**src/rtl/gf180mcu_fd_sc_mcu9t5v0__rrarb.sv**
```systemverilog
// Round-robin arbiter: one-hot grant plus owner index, holds while the owner requests, rotates on release.
// Latency 1 cycle REQ->GNT; optional forced release under macro GF180MCU_FD_SC_MCU9T5V0__RRARB_TIMEOUT_EN.
module gf180mcu_fd_sc_mcu9t5v0__rrarb #(
    parameter int N        = 4,
    parameter int IDW      = 2,
    parameter int MAX_HOLD = 8
) (
    input  logic           CLK,
    input  logic           RST,
    input  logic [N-1:0]   REQ,
    output logic [N-1:0]   GNT,
    output logic [IDW-1:0] GNT_ID,
    output logic           VALID
);

    if (N < 2 || N > 8) begin : g_bad_n
        $error("N out of range");
    end
    if (IDW != $clog2(N)) begin : g_bad_idw
        $error("IDW must equal clog2(N)");
    end
    if (MAX_HOLD < 1 || MAX_HOLD > 255) begin : g_bad_hold
        $error("MAX_HOLD out of range");
    end

    typedef enum logic {IDLE, OWN} state_t;

    state_t         state_q, state_d;
    logic [IDW-1:0] owner_q, owner_d;
    logic [IDW-1:0] ptr_q, ptr_d;
    logic [N-1:0]   cand;
    logic [IDW-1:0] base;
    logic [IDW-1:0] owner_next_ptr;
    logic [IDW-1:0] pick;
    logic           found;
    logic           release_own;
    logic           forced;
    int             scan_idx;

`ifdef GF180MCU_FD_SC_MCU9T5V0__RRARB_TIMEOUT_EN
    logic [7:0] hc_q, hc_d;
`endif

    always_ff @(posedge CLK) begin
        if (RST) begin
            state_q <= IDLE;
            owner_q <= '0;
            ptr_q   <= '0;
`ifdef GF180MCU_FD_SC_MCU9T5V0__RRARB_TIMEOUT_EN
            hc_q    <= '0;
`endif
        end else begin
            state_q <= state_d;
            owner_q <= owner_d;
            ptr_q   <= ptr_d;
`ifdef GF180MCU_FD_SC_MCU9T5V0__RRARB_TIMEOUT_EN
            hc_q    <= hc_d;
`endif
        end
    end

    // While owning, the search starts just past the owner and never re-picks it.
    assign owner_next_ptr = (owner_q == IDW'(N - 1)) ? '0 : owner_q + 1'b1;
    assign cand = (state_q == OWN) ? (REQ & ~GNT) : REQ;
    assign base = (state_q == OWN) ? owner_next_ptr : ptr_q;

    // Scan offsets high to low so the smallest offset from base wins.
    always_comb begin
        found    = 1'b0;
        pick     = '0;
        scan_idx = 0;
        for (int i = N - 1; i >= 0; i--) begin
            scan_idx = int'(base) + i;
            if (scan_idx >= N) scan_idx = scan_idx - N;
            if (cand[scan_idx]) begin
                found = 1'b1;
                pick  = IDW'(scan_idx);
            end
        end
    end

`ifdef GF180MCU_FD_SC_MCU9T5V0__RRARB_TIMEOUT_EN
    assign forced = (hc_q == 8'(MAX_HOLD - 1)) && (|cand);
`else
    assign forced = 1'b0;
`endif

    always_comb begin
        state_d     = state_q;
        owner_d     = owner_q;
        ptr_d       = ptr_q;
        release_own = 1'b0;
        case (state_q)
            IDLE: begin
                if (found) begin
                    state_d = OWN;
                    owner_d = pick;
                end
            end
            OWN: begin
                release_own = !REQ[owner_q] || forced;
                if (release_own) begin
                    ptr_d = owner_next_ptr;
                    if (found) begin
                        owner_d = pick;
                    end else begin
                        state_d = IDLE;
                        owner_d = '0;
                    end
                end
            end
            default: state_d = IDLE;
        endcase
    end

`ifdef GF180MCU_FD_SC_MCU9T5V0__RRARB_TIMEOUT_EN
    // Counter saturates one short of MAX_HOLD when nobody else is waiting.
    always_comb begin
        hc_d = hc_q;
        if (state_q == IDLE || release_own)
            hc_d = '0;
        else if (hc_q != 8'(MAX_HOLD - 1))
            hc_d = hc_q + 8'd1;
    end
`endif

    always_comb begin
        GNT    = '0;
        GNT_ID = '0;
        VALID  = (state_q == OWN);
        if (state_q == OWN) begin
            GNT_ID = owner_q;
            for (int i = 0; i < N; i++)
                GNT[i] = (owner_q == IDW'(i));
        end
    end

endmodule

```
**config.mk**
```make
export PLATFORM = sky130hd
export DESIGN_NAME = gf180mcu_fd_sc_mcu9t5v0__rrarb
export DESIGN_NICKNAME = d
export VERILOG_FILES = /design/src/rtl/gf180mcu_fd_sc_mcu9t5v0__rrarb.sv
export SDC_FILE = /design/constraint.sdc
export NUM_CORES = 1
export LEC_CHECK = 0
export CAP_MARGIN = 30
export CORE_UTILIZATION = 35
export CTS_BUF_LIST = sky130_fd_sc_hd__clkbuf_8
export DETAILED_ROUTE_END_ITERATION = 6
export SLEW_MARGIN = 0
export SYNTH_ARGS = -nofsm -noshare
export SYNTH_HDL_FRONTEND = slang
export SYNTH_SLANG_ARGS = --single-unit
```
**constraint.sdc**
```tcl
create_clock -name CLK -period 2.3 [get_ports CLK]
set_input_delay 0.575 -clock CLK [delete_from_list [all_inputs] [get_ports CLK]]
set_output_delay 0.575 -clock CLK [all_outputs]
set_load 0.01 [all_outputs]
```
==> summary.txt <==
Outcome
  – Outcome: finished clean

Worst setup path
  – CP endpoint kind: primary output
  – Slowest-stage cell, CP: dfxtp_1
  – Reg-to-reg startpoint: owner_q[1]$_SDFFE_PP0P_
  – Reg2reg end: owner_q[0]$_SDFFE_PP0P_
  – CP Data Arrival Time: 1590 ps
  – Setup CP Type: reg2out
  – CP peak stage delay: 580 ps
  – CP Max Fanout: 13
  – CP startpoint kind: register
  – Worst setup path startpoint: VALID$_SDFF_PP0_
  – Crit path to: GNT_ID[0]
  – Crit-path cells: and2_2, clkdlybuf4s50_1
  – Crit path required time: 1730 ps
  – Worst R2R Path Depth: 7
  – Worst reg-to-reg setup slack: 390 ps

STA
  – Fin crit share: 0.939
  – Setup TNS: 0 ps
  – Final setup viols: 0
  – Slew @ Worst Pin: about 430 ps
  – Worst slew margin: 0.712
  – Unrepaired setup endpoints after global routing: no
  – Max Slew Vio Count: 0
  – Clock period minus worst slack: 2160 ps
  – Worst Clk Skew: 6.14 ps
  – Final hold violations: 0
  – Highest clock rate: roughly 0.46 GHz

Floorplanning
  – Core footprint: 1590 um^2
  – Ports: 13
  – Initial core utilization: 0.393
  – Die ar.: between 1500 and 2000 um^2
  – Die height: about 44 um
  – Row Count: 14
  – Die W: 44.3 um

Global routing
  – Largest net degree at the start of global routing: 14
  – Gr ovfl total: 0
  – First-pass GRT wire length: 2720 um
  – Initial antenna violation count: 0
  – Vias in the first global route: 637
  – GR Util All Layers: 0.187

Layout
  – Most frequent cells in the layout: 12 x clkdlybuf4s50_1, 11 x nor2_1, 10 x buf_4
  – Sequential Area: 103 um^2
  – P&R area growth vs syn: 39.5%
  – Commonest non-fill, non-tap cell in the layout: clkdlybuf4s50_1
  – Multi-input logic area: 482 um^2
  – Fill cell count: 158
  – Post-layout nets: about 110
  – Ratio of cells with drive above 1 in the final layout: 0.255
  – N_diodes: 0

Power and ir drop
  – Net switching power: approximately 280 uW
  – Clock power frac: 0.231
  – P per Cell Area: 812 nW/um^2
  – Static leakage: 0.000364 uW
  – Logic gate share of total power: 0.562
  – Reg power frac: 0.207
  – Int Pwr: 432 uW
  – Sw Share: 0.391
  – Power Total: 710 uW
  – Worst vdd ir: between 0.4 and 0.5 mV

Place
  – Final HPWL from detailed placement: around 1300 um
  – Gpl congestion: 0.868
  – Port Buffers: 12

Clock tree
  – Hold Buf Count CTS: 0
  – CTS buffer count: 3
  – H-tree levels: 1
  – Clock Tree Buf Depth: 2
  – CTS tree: built
  – Sink Count: 5
  – Clock slew at reported path FFs: 40 ps
  – CTS root buf: clkbuf_8
  – Clk_lat worst skew: between 200 and 250 ps
  – Post-CTS setup buffer count: 0

Logic synthesis
  – Syn Nets: 89
  – Cell variety after synth: 38
  – Synth async-reset ratio: 0
  – Synth area leader: dfxtp_1
  – Synthesized instance count: between 70 and 80
  – Post-synthesis sequential area ratio: 0.160
  – Synth warn: 0
  – Seq cells post-synth: 5
  – Synth top area share: 0.160
  – Syn Area/Cell: 7.93 um^2
  – Largest cells by area after synthesis: dfxtp_1 16%, ha_1 8.0%, nor2_1 6.6%, mux2i_1 4.8%, a21oi_1 4.0%
  – Netlist Area Pre-Place: 627 um^2
  – EDFF count, synth: 0
  – Ys flop type: dfxtp_1

Worst hold path
  – Depth of the worst hold-timing path: 2
  – Worst hold path type: reg2reg

Detailed routing
  – Wire length per cell: 13.2 um
  – Vias per inst: 5.41
  – DRC: 0
  – Total number of vias: 682
  – DRT Wirelength: 1660 um
  – Antenna Violating Nets Remaining: 0
  – Initial DRC Count: 26
  – DR pass1 iterations: 4

Flow run
  – Max-cap violations: 0
-- layer usage --
layer / part of all wire / track usage / vias up / routed length, um
li1: - / - / 335 / -
met1: 0.45 / 0.244 / 311 / 749
met2: 0.44 / 0.294 / 30 / 731
met3: 0.077 / 0.0245 / 6 / 127
met4: 0.030 / 0.109 / 0 / 49
met5: 0 / 0 / - / 0
-- flip-flops by register name, indices dropped and copies added (netlist names) --
| name | cells |
|---|---|
| owner_q | 2 |
| ptr_q | 2 |
| VALID | 1 |
-- metrics by stage --
| step | util | setup WS [ps] | instance area, um^2 | std cells | hold slack [ps] |
|---|---|---|---|---|---|
| after floorplan | - | 485 | 627 | 79 | 499 |
| after global placement | 0.518 | 21.1 | 826 | 122 | 549 |
| after detailed placement | 0.518 | 23.4 | 826 | 122 | 551 |
| after CTS | 0.547 | 28.6 | 872 | 126 | 562 |
| after global routing | 0.549 | 25.3 | 875 | 126 | 551 |
| final | 0.549 | 140 | 875 | 126 | 512 |
-- critical path, delay by kind of cell, from the launching register on --
family                 cells  cell delay, ps
and+or+nand+nor            1             250
buffers and inverters      1             540
DFF                        1             580
-- area by class of cell --
type | instances | area share
Timing Repair Buffer | 22 | 0.223
Multi-Input combinational cell | 66 | 0.551
Clock inverter | 1 | 0.00572
Clock buffer | 3 | 0.0472
Sequential cell | 5 | 0.117
Inverter | 5 | 0.0215
Tap cell | 24 | 0.0343
-- power groups by stage --
stage / logic (uW) / registers, uW / clock network (uW)
after floorplan: 264 / 134 / 0
after global placement: 396 / 146 / 0
after detailed placement: 393 / 145 / 0
after CTS: 397 / 143 / 168
after global routing: 436 / 150 / 170
final: 400 / 147 / 164
-- what timing repair did --
item	in CTS	in global routing
gates resized for setup	0	2
setup endpoints to repair	0	1
endpoints found under the hold margin	0	0
-- synthesized netlist by cell type, drive strengths merged (3+ instances only) --
master / number
nand2: 4
ha: 4
a21oi: 5
nor2: 11
mux2i: 3
and2: 5
inv: 5
o21ai: 3
dfxtp: 5
-- how the worst min path moves through the flow --
stage / from / end / slack [ps]
after floorplan: ptr_q[1]$_SDFFE_PP0P_ / ptr_q[1]$_SDFFE_PP0P_ / 500
after global placement: ptr_q[0]$_SDFFE_PP0P_ / ptr_q[0]$_SDFFE_PP0P_ / 550
after detailed placement: ptr_q[0]$_SDFFE_PP0P_ / ptr_q[0]$_SDFFE_PP0P_ / 550
after CTS: ptr_q[0]$_SDFFE_PP0P_ / ptr_q[0]$_SDFFE_PP0P_ / 560
after global routing: owner_q[1]$_SDFFE_PP0P_ / owner_q[1]$_SDFFE_PP0P_ / 550
final: owner_q[1]$_SDFFE_PP0P_ / owner_q[1]$_SDFFE_PP0P_ / 510
-- logic make-up after synthesis --
kind of cell	count (synthesis)	synth area share
simple gates	30	0.261
mux	6	0.120
flops	5	0.160
buf+inv	8	0.0719
compound gates	26	0.307
fa+ha+maj	4	0.0798
Power figures use the tool's default switching activity.
